### src/rtl/cpu_defs_pkg.sv
// Shared CPU definitions: aluop encodings and the execute-stage divider state encoding.
package cpu_defs;

  localparam int unsigned AluOpW = 8;

  localparam logic [AluOpW-1:0] OpNop  = 8'h00;
  localparam logic [AluOpW-1:0] OpSrl  = 8'h02;
  localparam logic [AluOpW-1:0] OpSra  = 8'h03;
  localparam logic [AluOpW-1:0] OpMfhi = 8'h10;
  localparam logic [AluOpW-1:0] OpMthi = 8'h11;
  localparam logic [AluOpW-1:0] OpMflo = 8'h12;
  localparam logic [AluOpW-1:0] OpMtlo = 8'h13;
  localparam logic [AluOpW-1:0] OpDiv  = 8'h1A;
  localparam logic [AluOpW-1:0] OpDivu = 8'h1B;
  localparam logic [AluOpW-1:0] OpAddu = 8'h21;
  localparam logic [AluOpW-1:0] OpSubu = 8'h23;
  localparam logic [AluOpW-1:0] OpAnd  = 8'h24;
  localparam logic [AluOpW-1:0] OpOr   = 8'h25;
  localparam logic [AluOpW-1:0] OpXor  = 8'h26;
  localparam logic [AluOpW-1:0] OpNor  = 8'h27;
  localparam logic [AluOpW-1:0] OpSlt  = 8'h2A;
  localparam logic [AluOpW-1:0] OpSltu = 8'h2B;
  localparam logic [AluOpW-1:0] OpSll  = 8'h7C;

  typedef enum logic [1:0] {
    DivIdle = 2'd0,
    DivBusy = 2'd1,
    DivDone = 2'd2
  } div_state_e;

  function automatic logic is_div_op(input logic [AluOpW-1:0] op);
    return (op == OpDiv) || (op == OpDivu);
  endfunction

endpackage

### src/rtl/ex_unit_div_iter.sv
// Restoring shift-subtract divider datapath, one quotient bit per clock; sign fix-up on output.
module div_iter
  import cpu_defs::*;
#(
  parameter int unsigned DATA_W = 32
) (
  input  logic              clk,
  input  logic              rst,
  input  logic              start_i,
  input  logic              signed_op_i,
  input  logic [DATA_W-1:0] a_i,
  input  logic [DATA_W-1:0] b_i,
  output logic              done_o,
  output logic [DATA_W-1:0] quo_o,
  output logic [DATA_W-1:0] rem_o
);

  localparam int unsigned CntW = $clog2(DATA_W);

  // Upper half: partial remainder; lower half: dividend shifting out / quotient shifting in.
  logic [2*DATA_W-1:0] acc_q, acc_d;
  logic [DATA_W-1:0]   dvs_q, dvs_d;
  logic [CntW-1:0]     cnt_q, cnt_d;
  logic                run_q, run_d;
  logic                neg_quo_q, neg_quo_d;
  logic                neg_rem_q, neg_rem_d;

  logic [2*DATA_W:0]   shifted;
  logic [DATA_W:0]     diff;
  logic [DATA_W-1:0]   a_abs, b_abs;

  assign a_abs   = (signed_op_i && a_i[DATA_W-1]) ? -a_i : a_i;
  assign b_abs   = (signed_op_i && b_i[DATA_W-1]) ? -b_i : b_i;
  assign shifted = {acc_q, 1'b0};
  assign diff    = shifted[2*DATA_W:DATA_W] - {1'b0, dvs_q};

  // High on the edge that performs the final step.
  assign done_o = run_q && (cnt_q == CntW'(DATA_W - 1));

  always_comb begin
    acc_d     = acc_q;
    dvs_d     = dvs_q;
    cnt_d     = cnt_q;
    run_d     = run_q;
    neg_quo_d = neg_quo_q;
    neg_rem_d = neg_rem_q;
    if (start_i) begin
      acc_d     = {{DATA_W{1'b0}}, a_abs};
      dvs_d     = b_abs;
      cnt_d     = '0;
      run_d     = 1'b1;
      neg_quo_d = signed_op_i && (a_i[DATA_W-1] ^ b_i[DATA_W-1]);
      neg_rem_d = signed_op_i && a_i[DATA_W-1];
    end else if (run_q) begin
      if (!diff[DATA_W]) begin
        acc_d = {diff[DATA_W-1:0], shifted[DATA_W-1:1], 1'b1};
      end else begin
        acc_d = shifted[2*DATA_W-1:0];
      end
      cnt_d = cnt_q + 1'b1;
      if (done_o) begin
        run_d = 1'b0;
      end
    end
  end

  always_ff @(posedge clk) begin
    if (rst) begin
      acc_q     <= '0;
      dvs_q     <= '0;
      cnt_q     <= '0;
      run_q     <= 1'b0;
      neg_quo_q <= 1'b0;
      neg_rem_q <= 1'b0;
    end else begin
      acc_q     <= acc_d;
      dvs_q     <= dvs_d;
      cnt_q     <= cnt_d;
      run_q     <= run_d;
      neg_quo_q <= neg_quo_d;
      neg_rem_q <= neg_rem_d;
    end
  end

  assign quo_o = neg_quo_q ? -acc_q[DATA_W-1:0] : acc_q[DATA_W-1:0];
  assign rem_o = neg_rem_q ? -acc_q[2*DATA_W-1:DATA_W] : acc_q[2*DATA_W-1:DATA_W];

endmodule

### src/rtl/ex_unit.sv
// Execute stage: registered decode outputs, ALU, HI/LO and (with EX_DIV_EN defined) an
// iterative divider that raises stallreq_o while it runs.
module ex_unit
  import cpu_defs::*;
#(
  parameter int unsigned DATA_W  = 32,
  parameter int unsigned REG_AW  = 5,
  parameter int unsigned ALUOP_W = 8
) (
  input  logic               clk,
  input  logic               rst,
  input  logic               stall_i,
  input  logic [ALUOP_W-1:0] aluop_i,
  input  logic [DATA_W-1:0]  reg1_i,
  input  logic [DATA_W-1:0]  reg2_i,
  input  logic               wreg_i,
  input  logic [REG_AW-1:0]  wd_i,
  output logic [DATA_W-1:0]  wdata_o,
  output logic [REG_AW-1:0]  wd_o,
  output logic               wreg_o,
  output logic               stallreq_o
);

`ifdef EX_DIV_EN
  localparam bit DivEn = 1'b1;
`else
  localparam bit DivEn = 1'b0;
`endif

  logic [ALUOP_W-1:0] aluop_q;
  logic [DATA_W-1:0]  reg1_q, reg2_q;
  logic               wreg_q;
  logic [REG_AW-1:0]  wd_q;
  logic [DATA_W-1:0]  hi_q, hi_d, lo_q, lo_d;

  logic               div_hold;
  logic               div_stall;
  logic               div_commit;
  logic [DATA_W-1:0]  div_hi, div_lo;

  logic [DATA_W-1:0]  alu_res;
  logic               alu_wreg;
  logic [4:0]         shamt;

  // The divider keeps its own instruction latched until DONE, regardless of stall_i.
  always_ff @(posedge clk) begin
    if (rst) begin
      aluop_q <= OpNop;
      reg1_q  <= '0;
      reg2_q  <= '0;
      wreg_q  <= 1'b0;
      wd_q    <= '0;
    end else if (!(stall_i || div_hold)) begin
      aluop_q <= aluop_i;
      reg1_q  <= reg1_i;
      reg2_q  <= reg2_i;
      wreg_q  <= wreg_i;
      wd_q    <= wd_i;
    end
  end

`ifdef EX_DIV_EN
  div_state_e        state_q, state_d;
  logic              div_start;
  logic              iter_done;
  logic [DATA_W-1:0] quo, rem;

  always_comb begin
    state_d    = state_q;
    div_start  = 1'b0;
    div_hold   = 1'b0;
    div_stall  = 1'b0;
    div_commit = 1'b0;
    unique case (state_q)
      DivIdle: begin
        if (is_div_op(aluop_q)) begin
          div_stall = 1'b1;
          div_hold  = 1'b1;
          if (reg2_q == '0) begin
            state_d = DivDone;
          end else begin
            div_start = 1'b1;
            state_d   = DivBusy;
          end
        end
      end
      DivBusy: begin
        div_stall = 1'b1;
        div_hold  = 1'b1;
        if (iter_done) begin
          state_d = DivDone;
        end
      end
      DivDone: begin
        if (!stall_i) begin
          div_commit = 1'b1;
          state_d    = DivIdle;
        end
      end
      default: state_d = DivIdle;
    endcase
  end

  always_ff @(posedge clk) begin
    if (rst) begin
      state_q <= DivIdle;
    end else begin
      state_q <= state_d;
    end
  end

  div_iter #(
    .DATA_W(DATA_W)
  ) u_div_iter (
    .clk        (clk),
    .rst        (rst),
    .start_i    (div_start),
    .signed_op_i(aluop_q == OpDiv),
    .a_i        (reg1_q),
    .b_i        (reg2_q),
    .done_o     (iter_done),
    .quo_o      (quo),
    .rem_o      (rem)
  );

  // Operands stay latched through DONE, so divide-by-zero is recognised from reg2_q here.
  assign div_lo = (reg2_q == '0) ? '1 : quo;
  assign div_hi = (reg2_q == '0) ? reg1_q : rem;
`else
  assign div_hold   = 1'b0;
  assign div_stall  = 1'b0;
  assign div_commit = 1'b0;
  assign div_hi     = '0;
  assign div_lo     = '0;
`endif

  always_comb begin
    hi_d = hi_q;
    lo_d = lo_q;
    if (div_commit) begin
      hi_d = div_hi;
      lo_d = div_lo;
    end else if (!stall_i) begin
      if (aluop_q == OpMthi) hi_d = reg1_q;
      if (aluop_q == OpMtlo) lo_d = reg1_q;
    end
  end

  always_ff @(posedge clk) begin
    if (rst) begin
      hi_q <= '0;
      lo_q <= '0;
    end else begin
      hi_q <= hi_d;
      lo_q <= lo_d;
    end
  end

  assign shamt = reg1_q[4:0];

  always_comb begin
    alu_res  = '0;
    alu_wreg = wreg_q;
    case (aluop_q)
      OpAnd:  alu_res = reg1_q & reg2_q;
      OpOr:   alu_res = reg1_q | reg2_q;
      OpXor:  alu_res = reg1_q ^ reg2_q;
      OpNor:  alu_res = ~(reg1_q | reg2_q);
      OpAddu: alu_res = reg1_q + reg2_q;
      OpSubu: alu_res = reg1_q - reg2_q;
      OpSlt:  alu_res = {{(DATA_W-1){1'b0}}, ($signed(reg1_q) < $signed(reg2_q))};
      OpSltu: alu_res = {{(DATA_W-1){1'b0}}, (reg1_q < reg2_q)};
      OpSll:  alu_res = reg2_q << shamt;
      OpSrl:  alu_res = reg2_q >> shamt;
      OpSra:  alu_res = $signed(reg2_q) >>> shamt;
      OpMfhi: alu_res = hi_q;
      OpMflo: alu_res = lo_q;
      OpMthi, OpMtlo: alu_wreg = 1'b0;
      OpDiv, OpDivu:  alu_wreg = DivEn ? 1'b0 : wreg_q;
      OpNop: ;
      default: alu_wreg = 1'b0;
    endcase
  end

  assign wdata_o    = alu_res;
  assign wd_o       = wd_q;
  assign wreg_o     = alu_wreg & ~div_stall;
  assign stallreq_o = div_stall;

endmodule
### config.mk
export PLATFORM = sky130hd
export DESIGN_NAME = ex_unit
export DESIGN_NICKNAME = d
export VERILOG_FILES = /design/src/rtl/cpu_defs_pkg.sv /design/src/rtl/ex_unit_div_iter.sv /design/src/rtl/ex_unit.sv
export SDC_FILE = /design/constraint.sdc
export NUM_CORES = 1
export LEC_CHECK = 0
export ABC_AREA = 1
export BUFFER_PORTS_ARGS = -buffer_cell sky130_fd_sc_hd__buf_2
export CAP_MARGIN = 10
export CORE_AREA = 2 2 234 236
export DETAILED_ROUTE_END_ITERATION = 6
export DIE_AREA = 0 0 236 238
export PLACE_DENSITY_LB_ADDON = 0.3
export SYNTH_ARGS = -nofsm -noshare
export SYNTH_HDL_FRONTEND = slang
export SYNTH_SLANG_ARGS = --single-unit
### constraint.sdc
create_clock -name clk -period 3.53 [get_ports clk]
set_input_delay 1.059 -clock clk [delete_from_list [all_inputs] [get_ports clk]]
set_output_delay 1.059 -clock clk [all_outputs]
set_load 0.005 [all_outputs]
Yosys cells after proc, flatten, opt, wreduce, memory -nomap -nowiden
Index checks and enable logic that the tools add are counted.

$add $sub $neg: 2. $lt $le $gt $ge: 2. Eq/ne operators: 17. Shifts and indexed selects: 3. Muxes and demuxes: 2. Bitwise logic cells: 5. Reductions and logical operators: 4.

Operators by type and width (number): one-hot mux 32 bit (13 select lines) (1); equality test 8 x 6 -> 1 bit (second input constant) (8); < comparator 32 bit (2); equality test 8 x 5 -> 1 bit (second input constant) (6); adder 32 bit (1); bitwise AND 32 bit (1); NOT 32 bit (1); OR 32 bit (1); left shift 32 x 5 -> 32 bit (1); right shift 32 x 5 -> 32 bit (1); >>> shifter 32 x 5 -> 32 bit (1); subtractor 32 bit (1); bitwise XOR 32 bit (1); equality test 8 x 2 -> 1 bit (second input constant) (2); OR reduction 16 bit (1); equality test 8 x 7 -> 1 bit (second input constant) (1); zero test 8 bit (1); AND reduction 2 bit (2); 2-to-1 mux 1 bit (1); NOT 1 bit (1).

Register bits: 142. Input port bits: 81. Output and inout port bits: 39. Word-level logic and storage cells: 42.

Longest topological paths before layout
Gate-level depths: netlist (run 1).

Word-level depth: 3. Gate-level depth with buffers: 19. Depth with buffers taken out: 16.

Worst setup path before layout (run 1)
Ideal clock, no wire load.

Path kind: reg-to-output. Start: register reg1_q[4]. End: output wdata_o[22]. Arrival time: 2442 ps. Slack: 29 ps. Stages on the path, launching flop included: 16. Path buffers: 4. Path through: dfxtp_1 -> buf_2 -> inv_1 -> clkbuf_1 -> buf_2 -> ha_1 -> clkbuf_1 -> nor2_1 -> nand3_1 -> nand3_1 -> nand2_1 -> nand3_1 -> nand3_1 -> nand3_1 -> nand3_1 -> nand2_1.

Longest elaborated chain between the ends: 2. Elaborated cells between the ends (all ways): 6. Classes of those cells: add/sub (2); shift (3); mux (1).

Ends and longest elaborated chain: start, declared (line ex_unit.sv:31) `logic [DATA_W-1:0] reg1_q, reg2_q;`; start signal, assigned (line ex_unit.sv:55) `reg1_q <= reg1_i;`; subtractor 32 bit, or another cell as far along (line ex_unit.sv:170) `OpSubu: alu_res = reg1_q - reg2_q;`; one-hot mux 32 bit (13 select lines) (*) (line ex_unit.sv:164) `case (aluop_q)`; end, declared (line ex_unit.sv:18) `output logic [DATA_W-1:0] wdata_o,`.

Mark *: on every way between the ends. The rest lies on a longest branch, timed or not.

Worst setup path in the final report (run 1)
Start: register reg1_q[0]. End: output wdata_o[13].

Same word-level chain as after synthesis.

==> run metrics, run 1 <==
hold path depth 2; CTS tree done; final instance area 0.0229 sq mm; Synth Register Bits 142; Reg power frac 26.2%; die area 0.0562 sq mm; Final WS setup -0.170 ns; clk buf depth 2; syn avg cell area 5.73 sq um; initial antenna violation count 2; critical path arrival 2.64 ns; site row count 85; grt ovf 0; final setup violation count 26; fillers 5,661; Setup CP Type reg2out; final worst path period share 105%; Area contributors post-synth nand2_1 (19%), dfxtp_1 (18%), nand3_1 (16%); Leakage Power 11.0 nW; Setup WS pre-CTS 0.0516 ns; commonest non-fill, non-tap cell in the layout nand2_1; largest net degree at the start of global routing 78; Hold Path Class reg2reg; drt initial violations 2,715; total track usage 29.3%; Fin. Hold Viols 0; DP Cell Count 3,738; Area Growth Syn to Fin 43.4%; Reg clk slew, reported paths 0.07 ns; multi-input logic area 0.0134 sq mm; clock latency on the worst-skew pair 0.46 ns; mapped cell area 0.0160 sq mm; Root Buffer clkbuf_16; post-synth top area share 18.6%; # nets final 3,319; CORE AREA 0.0535 sq mm; r2r endpoint lo_q[15]$_SDFFE_PP0P_; drt total wl 86.0 mm; Max-Cap Viols 0; peak supply drop 271 uV; r2r setup slk 1.52 ns; per-cell routed wire length 22.4 microns; TritonRoute pass-1 iters 6; Psw 0.00285 W; Residual DRC 0; Initial Util 29.8%; minimum clock period 3.70 ns; total power 0.00663 W; DP HPWL 66.9 mm; total CTS buffers 17; Switching Fraction 43.0%; distinct cell type count after synthesis 48; Vias 21,200; vias in the first global route 19,500; hold_buf cts 0; die width 236 microns; most frequent cells in the layout nand2_1 (664), nand3_1 (421), buf_4 (301); fin cells 3,847; Int Pwr 0.00377 W; DP Area 0.0191 sq mm; Clock Power Share 26.7%; sequential area share after synthesis 17.8%; Final GP Congestion 1.07; RSZ-0062 raised after global routing yes; crit end category output port; worst rel slew slack 42.0%; CP required 2.47 ns; clock skew 0.0117 ns; Slew Limit Fails 0; FF+latch area 0.00294 sq mm; failing checks setup timing; WHS Endpoint wd_o[4]$_SDFFE_PP0N_; Comb pwr share 47.1%; Buffers on Ports 118; Slew @ Worst Pin 0.864 ns; depth of the CTS H-tree 4; Critical R2R Launch aluop_q[3]$_SDFFE_PP0N_; Fmax 0.270 GHz; Die Y 238 microns; crit start category flop; final setup TNS -1.70 ns; pwr dens 289 mW/mm^2; syn nets 2,968; worst reg2reg path depth 9; vias per cell 5.52; min-delay src wd_o[4]$_SDFFE_PP0N_; area leader, netlist nand2_1; status finished with violations; synthesized instance count 2,786; ratio of cells with drive above 1 in the final layout 35.4%; Max FO, Critical Path 32; Ports 120; Synth warnings 0; Num Clock Sinks 142; Routed Antenna Nets 0; first-pass GRT wire length 123 mm
flip-flops by register name (all words and copies together) (netlist names):
name,flops
reg2_q,32
wreg_q,1
reg1_q,32
aluop_q,8
wd_o,5
hi_q,32
lo_q,32
power by group through the flow:
stage          combinational [W]  clock, W  sequential (W)
5_1_grt                  0.00331   0.00184         0.00174
3_5_place_dp             0.00237         0         0.00176
6_report                 0.00312   0.00177         0.00173
4_1_cts                  0.00272   0.00178         0.00173
3_3_place_gp             0.00238         0         0.00175
2_1_floorplan            0.00134         0         0.00175
per-layer routing:
metal  part of all wire (%)  global-route usage [%]
met1                     42                    39.5
met2                     42                    43.5
met3                     12                    9.65
met4                    3.6                    9.86
met5                  0.013                       0
critical path, cell delays in order, from the launching register on:
cell      delay [ns]
dfxtp_4         0.37
buf_12          0.13
buf_12          0.17
nand2_2         0.10
nand3_1         0.12
nand3_2         0.08
nand2_2         0.11
o211ai_1        0.37
nand3_2         0.19
nor2_4          0.18
buf_6           0.13
nand3_1         0.08
buf_2           0.14
repair_timing:
| item | 4_1_cts | 5_1_grt |
|---|---|---|
| pin swaps | 60 | 75 |
| gates resized for setup | 388 | 346 |
| buffers inserted | 34 | 41 |
| setup endpoints to repair | 33 | 33 |
| cloned | 3 | 1 |
kinds of logic (layout without fill, tap and decap cells):
group / Yosys count / count (layout) / synth area share, %
simple gates: 1748 / 1748 / 47.2
buf+inv: 470 / 833 / 12.1
fa+ha+maj: 101 / 101 / 8.01
other cells: 1 / 3 / 0.0235
mux: 1 / 1 / 0.0627
compound gates: 323 / 323 / 14.8
flops: 142 / 142 / 17.8
area by class of cell:
| type | instances | share of cell area, % |
|---|---|---|
| Multi-Input combinational cell | 2174 | 58.6 |
| Timing Repair Buffer | 483 | 17.0 |
| Sequential cell | 142 | 12.9 |
| Inverter | 319 | 5.39 |
| Tap cell | 696 | 3.80 |
| Clock buffer | 17 | 1.86 |
| Clock inverter | 14 | 0.536 |
| Antenna cell | 2 | 0.0219 |
cell usage after synthesis, drive strengths merged:
cell / count
o21ai: 57
nor2: 358
inv: 318
nand3: 499
a21oi: 72
o21bai: 9
a22oi: 1
and2: 11
a21o: 3
dfxtp: 142
o31ai: 1
a31oi: 6
nand4: 39
o2111ai: 3
clkinv: 1
nor3: 27
nand2: 797
conb: 1
a21boi: 1
nor4: 2
buf: 77
mux2i: 1
o22ai: 8
nand3b: 8
ha: 99
a22o: 1
a211oi: 139
fa: 2
or2: 3
and3: 4
o21a: 3
o211ai: 19
clkbuf: 74
how the worst max path moves through the flow:
stage / cells after the start / to / startpoint / slack, ns
finish: 12 / wdata_o[13] / reg1_q[0]$_SDFFE_PP0N_ / -0.17
detailed placement: 11 / wdata_o[0] / reg1_q[23]$_SDFFE_PP0N_ / 0.05
global placement: 13 / wdata_o[0] / reg2_q[20]$_SDFFE_PP0N_ / 0.002
floorplan: 15 / wdata_o[22] / reg1_q[4]$_SDFFE_PP0N_ / 0.03
CTS: 11 / wdata_o[13] / reg1_q[0]$_SDFFE_PP0N_ / -0.13
global route: 13 / wdata_o[8] / reg1_q[0]$_SDFFE_PP0N_ / -0.23
metrics by stage:
| stage | hold slack [ns] | utilization (%) |
|---|---|---|
| 6_report | 0.466 | 42.8 |
| 5_1_grt | 0.497 | 42.8 |
| 4_1_cts | 0.463 | 39.9 |
| 3_5_place_dp | 0.452 | 35.7 |
| 3_3_place_gp | 0.454 | 35.7 |
| 2_1_floorplan | 0.436 | - |
Power figures use the tool's default switching activity.
==> run 2: changes to the inputs <==
Settings changed: BUFFER_PORTS_ARGS -buffer_cell sky130_fd_sc_hd__buf_2 to not set, DONT_BUFFER_PORTS set to 1, SYNTH_HIERARCHICAL set to 1.
==> run 2 against run 1 <==
The run still ends with setup timing left; critical path type unchanged; combinational power shrank 11%; synthesized area is the same; sequential cell count is the same; largest cell class unchanged; clock skew shrank 0.0024 ns; highest routed layer unchanged; global-route usage shrank 1.4 points; clock-buffer cell count grew 1; sequential power is essentially flat; cell count shrank 6.0%; sequential share of layout area grew 1.2 points; final area shrank 7.8%; worst hold slack gained 0.020 ns; die area is the same.
==> run metrics, run 2 <==
WHS 0.486 ns (was 0.466 ns); sequential area share after synthesis 17.8% (unchanged); met2 Use GR 41.4% (was 43.5%); distinct cell type count after synthesis 48 (unchanged); Synth warnings 6 (was 0); most common cell in the synthesized netlist nand2_1 (unchanged); Hold Path Class reg2reg (unchanged); Compound-Gate Fraction of Synth Area 14.8% (unchanged); GRT busiest layer met2 (unchanged); post-synth top area share 18.6% (unchanged); Initial Util 29.8% (unchanged); Area contributors post-synth nand2_1 (19%), dfxtp_1 (18%), nand3_1 (16%) (unchanged); status finished with violations (unchanged); WHS Endpoint wd_o[3]$_SDFFE_PP0N_ (was wd_o[4]$_SDFFE_PP0N_); Leakage Power 9.80 nW (was 11.0 nW); Buffers on Ports 0 (was 118); total track usage 27.9% (was 29.3%); vias per cell 5.60 (was 5.52); commonest non-fill, non-tap cell in the layout nand2_1 (unchanged); drt initial violations 2,677 (was 2,715); Area Growth Syn to Fin 32.2% (was 43.4%); # diodes 0 (was 2); met3 Use GR 8.11% (was 9.65%); final worst path period share 101% (was 105%); final setup violation count 1 (was 26); Num Clock Sinks 142 (unchanged); Final GP Congestion 1.05 (was 1.07); Max FO, Critical Path 12 (was 32); Setup CP Type reg2out (unchanged); Vias 20,200 (was 21,200); top cells by count, synth nand2_1 (790), nand3_1 (497), nor2_1 (346) (unchanged); first-pass GRT wire length 117 mm (was 123 mm); Fmax 0.280 GHz (was 0.270 GHz); post-synthesis xor/xnor area fraction 0% (unchanged); Residual DRC 0 (unchanged); grt ovf 0 (unchanged); Top FF cell, synth dfxtp_1 (unchanged); Final WS setup -0.0416 ns (was -0.170 ns); Max-Cap Viols 0 (unchanged); ratio of cells with drive above 1 in the final layout 29.6% (was 35.4%); die width 236 microns (unchanged); r2r setup slk 1.66 ns (was 1.52 ns); mux contribution to synthesized area 0.0627% (unchanged); area leader, netlist nand2_1 (unchanged); CORE AREA 0.0535 sq mm (unchanged); pwr dens 303 mW/mm^2 (was 289 mW/mm^2); r2r endpoint hi_q[14]$_SDFFE_PP0P_ (was lo_q[15]$_SDFFE_PP0P_); min-delay src wd_o[3]$_SDFFE_PP0N_ (was wd_o[4]$_SDFFE_PP0N_); crit start category flop (unchanged); clock skew 0.00928 ns (was 0.0117 ns); crit end category output port (unchanged); clock latency on the worst-skew pair 0.47 ns (was 0.46 ns); peak supply drop 468 uV (was 271 uV); largest family of logic cells by synthesized area simple AND/OR/NAND/NOR gates (unchanged); GRT met1 Usage 38.2% (was 39.5%); per-cell routed wire length 22.9 microns (was 22.4 microns); drt total wl 82.7 mm (was 86.0 mm); synthesized instance count 2,786 (unchanged); RSZ-0062 raised after global routing yes (unchanged); site row count 85 (unchanged); syn nets 2,968 (unchanged); Critical R2R Launch aluop_q[2]$_SDFFE_PP0N_ (was aluop_q[3]$_SDFFE_PP0N_); vias in the first global route 18,100 (was 19,500); worst reg2reg path depth 6 (was 9); hold path depth 2 (unchanged); most frequent cells in the layout nand2_1 (674), nand3_1 (437), nor2_1 (266) (was nand2_1 (664), nand3_1 (421), buf_4 (301)); Synth Register Bits 142 (unchanged); DP HPWL 63.5 mm (was 66.9 mm); Routed Antenna Nets 0 (unchanged); TritonRoute pass-1 iters 6 (unchanged); initial antenna violation count 1 (was 2); Fin. Hold Viols 0 (unchanged); mapped cell area 0.0160 sq mm (unchanged); Post-Synth Simple-Gate Area 47.2% (unchanged); failing checks setup timing (unchanged); CP required 2.47 ns (about the same); largest net degree at the start of global routing 155 (was 78); Slew @ Worst Pin 0.798 ns (was 0.864 ns); Post-synth ARST share 0% (unchanged); Ports 120 (unchanged); Root Buffer clkbuf_16 (unchanged); worst rel slew slack 46.3% (was 42.0%); total CTS buffers 17 (unchanged); Slew Limit Fails 0 (unchanged); Post-synth EDFFs 0 (unchanged); final setup TNS -0.0416 ns (was -1.70 ns); CTS tree done (unchanged); adder-cell area share of the yosys netlist 8.01% (unchanged); Reg clk slew, reported paths 0.07 ns (about the same); syn avg cell area 5.73 sq um (unchanged); clk buf depth 2 (unchanged); # nets final 3,092 (was 3,319); critical path arrival 2.51 ns (was 2.64 ns); minimum clock period 3.57 ns (was 3.70 ns); die area 0.0562 sq mm (unchanged); Die Y 238 microns (unchanged); depth of the CTS H-tree 4 (unchanged)
run 2: cell counts after synthesis:
Identical to the previous run, type by type.
run 2: per-stage QoR:
step	worst slack, ns	instances	cell area [sq um]	utilization [%]	power (W)
floorplan	0.0293	2786	16000	-	0.00309
global placement	-0.0125	3505	17600	32.9	0.00384
detailed placement	-0.00351	3505	17600	32.9	0.00384
CTS	-0.0401	3558	19400	36.3	0.00596
global route	-0.154	3618	21100	39.5	0.00667
finish	-0.0416	3618	21100	39.5	0.00639
run 2: how the worst max path moves through the flow:
stage	start	endpoint	slack, ns	cells past startpoint
after floorplan	reg1_q[4]$_SDFFE_PP0N_	wdata_o[22]	0.03	15
after global placement	reg2_q[8]$_SDFFE_PP0N_	wdata_o[25]	-0.01	11
after detailed placement	reg2_q[8]$_SDFFE_PP0N_	wdata_o[25]	-0.004	11
after CTS	reg2_q[0]$_SDFFE_PP0N_	wdata_o[2]	-0.04	13
after global routing	reg1_q[24]$_SDFFE_PP0N_	wdata_o[0]	-0.15	12
final	reg1_q[0]$_SDFFE_PP0N_	wdata_o[17]	-0.04	10
run 2: cell type report:
class	count	area, sq um
clock buffers	18	439
clock inverters	13	153
fillers	5838	32400
inverters	319	1240
multi-input cells	2174	13100
flip-flops and latches	142	2970
well taps	696	871
repair buffers	256	2330
run 2: kinds of logic after synthesis:
| logic type | after synthesis |
|---|---|
| mux | 1 |
| buf+inv | 470 |
| simple gates | 1748 |
| compound gates | 323 |
| flops | 142 |
| other cells | 1 |
| fa+ha+maj | 101 |
run 2: what timing repair did:
| item | in CTS | in global routing |
|---|---|---|
| cloned | 1 | 5 |
| setup endpoints to repair | 33 | 33 |
| pin swaps | 38 | 116 |
| hold buffers | 0 | 0 |
| resized for setup | 279 | 402 |
| buffers inserted | 21 | 56 |
run 2: metal layers:
metal  part of all wire (%)  wire, microns
met4                    3.6           2940
met3                     13          10400
met2                     42          34400
met1                     42          35000
met5                  0.011              9
run 2: report_power, final:
group / switching (W) / total, W / leakage [nW] / internal [W]
sequential: 0.0000731 / 0.00174 / 1.19 / 0.00167
combinational: 0.00178 / 0.00278 / 8.33 / 0.000999
clock: 0.000802 / 0.00187 / 0.281 / 0.00107
run 2: worst max-delay path, stage by stage (launching register included):
cell and delay, ns:
dfxtp_4 0.37, buf_4 0.15, buf_6 0.15, nand2_1 0.08, nand2_1 0.11, nand4_1 0.09, inv_1 0.08, nand2_1 0.15
nand4_1 0.19, nor2_1 0.44, nand4_1 0.22
==> run 3: changes to the inputs <==
Settings changed: RECOVER_POWER set to 50, SKIP_LAST_GASP set to 1.
==> run 3 against run 2 <==
Maximum frequency up 1.0%; worst hold slack about the same; clock-buffer cell count unchanged; the flow finishes with violations (DRC, capacitance limit, slew limit, setup timing); final area up 0.21%; worst setup slack better by 0.035 ns; die area unchanged; highest routed layer unchanged; non-clock buffer count down 3; clock skew up 0.0019 ns.
==> run metrics, run 3 (synthesis gave the netlist of run 2 again) <==
crit start category flop (unchanged); min-delay src wd_o[3]$_SDFFE_PP0N_ (unchanged); TritonRoute pass-1 iters 7 (was 6); largest net degree at the start of global routing 155 (unchanged); Slew Limit Fails 26 (was 0); minimum clock period 3.54 ns (was 3.57 ns); drt initial violations 2,595 (was 2,677); CTS tree done (unchanged); Max FO, Critical Path 12 (unchanged); most frequent cells in the layout nand2_1 (670), nand3_1 (433), nor2_1 (265) (was nand2_1 (674), nand3_1 (437), nor2_1 (266)); ratio of cells with drive above 1 in the final layout 29.6% (about the same); vias per cell 5.60 (about the same); # nets final 3,089 (was 3,092); clk buf depth 2 (unchanged); Die Y 238 microns (unchanged); Residual DRC 14 (was 0); fillers 5,831 (was 5,838); CP required 2.47 ns (about the same); final setup TNS -0.00636 ns (was -0.0416 ns); failing checks DRC, capacitance limit, slew limit, setup timing (was setup timing); hold_buf cts 0 (unchanged); Buffers on Ports 0 (unchanged); fin cells 3,615 (was 3,618); clock latency on the worst-skew pair 0.47 ns (about the same); per-cell routed wire length 22.9 microns (about the same); clock skew 0.0112 ns (was 0.00928 ns); site row count 85 (unchanged); WHS 0.486 ns (about the same); initial antenna violation count 1 (unchanged); Setup WS pre-CTS -0.00351 ns (unchanged); final worst path period share 100% (was 101%); crit end category output port (unchanged); WHS Endpoint wd_o[3]$_SDFFE_PP0N_ (unchanged); Fmax 0.283 GHz (was 0.280 GHz); r2r setup slk 1.12 ns (was 1.66 ns); Setup CP Type reg2out (unchanged); Critical R2R Launch aluop_q[7]$_SDFFE_PP0N_ (was aluop_q[2]$_SDFFE_PP0N_); Slew @ Worst Pin 1.50 ns (was 0.798 ns); critical path arrival 2.48 ns (was 2.51 ns); r2r endpoint lo_q[12]$_SDFFE_PP0P_ (was hi_q[14]$_SDFFE_PP0P_); vias in the first global route 18,100 (about the same); die width 236 microns (unchanged); Hold Path Class reg2reg (unchanged); hold path depth 2 (unchanged); Fin. Hold Viols 0 (unchanged); Area Growth Syn to Fin 32.5% (was 32.2%); Initial Util 29.8% (unchanged); Root Buffer clkbuf_16 (unchanged); # diodes 0 (unchanged); die area 0.0562 sq mm (unchanged); CORE AREA 0.0535 sq mm (unchanged); pwr dens 303 mW/mm^2 (about the same); commonest non-fill, non-tap cell in the layout nand2_1 (unchanged); Final WS setup -0.00636 ns (was -0.0416 ns); worst rel slew slack -0.280% (was 46.3%); depth of the CTS H-tree 4 (unchanged); DP Cell Count 3,505 (unchanged); Leakage Power 9.82 nW (was 9.80 nW); total track usage 27.9% (about the same); Vias 20,300 (was 20,200); Max-Cap Viols 1 (was 0); final setup violation count 1 (unchanged); RSZ-0062 raised after global routing yes (unchanged); drt total wl 82.7 mm (about the same); peak supply drop 467 uV (was 468 uV); total CTS buffers 17 (unchanged); DP HPWL 63.5 mm (unchanged); Num Clock Sinks 142 (unchanged); status finished with violations (unchanged); Ports 120 (unchanged); grt ovf 0 (unchanged); first-pass GRT wire length 117 mm (about the same); Final GP Congestion 1.05 (unchanged); Routed Antenna Nets 0 (unchanged); worst reg2reg path depth 7 (was 6); Reg clk slew, reported paths 0.07 ns (about the same)
-- run 3: layout make-up --
class                   count  area (sq um)  share of cell area, %
well taps                 696           871                   4.12
flip-flops and latches    142          2980                   14.1
repair buffers            253          2340                   11.1
multi-input cells        2174         13100                   62.1
clock inverters            13           153                  0.722
inverters                 319          1240                   5.86
clock buffers              18           439                   2.08
-- run 3: worst max-delay path, cell delays in order (launching register included) --
cell     delay [ns]
dfxtp_4        0.37
buf_4          0.16
buf_8          0.15
nand2_1        0.08
nand2_1        0.11
nand4_1        0.09
inv_1          0.08
nand2_1        0.16
nand4_1        0.18
nor2_1         0.41
nand4_1        0.22
-- run 3: timing repair --
item | 4_1_cts | 5_1_grt
setup endpoints to repair | 33 | 33
cloned | 1 | 5
pin swaps | 38 | 118
resized for setup | 274 | 418
buffers inserted | 21 | 53
-- run 3: report_power, final --
part	switching, W	internal [W]	leakage [nW]
registers	0.0000754	0.00167	1.19
logic	0.00178	0.00100	8.35
clock network	0.000806	0.00107	0.281
total	0.00266	0.00374	9.82
-- run 3: worst max-delay path by stage --
stage,from,end,slack [ns]
floorplan,reg1_q[4]$_SDFFE_PP0N_,wdata_o[22],0.03
global placement,reg2_q[8]$_SDFFE_PP0N_,wdata_o[25],-0.01
detailed placement,reg2_q[8]$_SDFFE_PP0N_,wdata_o[25],-0.004
CTS,reg2_q[0]$_SDFFE_PP0N_,wdata_o[2],-0.04
global route,reg2_q[22]$_SDFFE_PP0N_,wdata_o[0],-0.1
finish,reg1_q[0]$_SDFFE_PP0N_,wdata_o[17],-0.006
-- run 3: layer usage --
| layer | part of all wire, % | track usage, % | vias up |
|---|---|---|---|
| met5 | 0.011 | 0 | - |
| met3 | 13 | 7.90 | 203 |
| met1 | 42 | 38.4 | 9463 |
| li1 | - | - | 9394 |
| met2 | 42 | 41.4 | 1193 |
| met4 | 3.8 | 9.53 | 2 |
-- run 3: metrics by stage --
stage          total power, W  utilization (%)  instance area, sq um
2_1_floorplan         0.00309                -                 16000
3_3_place_gp          0.00384             32.9                 17600
3_5_place_dp          0.00384             32.9                 17600
4_1_cts               0.00596             36.2                 19400
5_1_grt               0.00667             39.5                 21200
6_report              0.00640             39.5                 21200
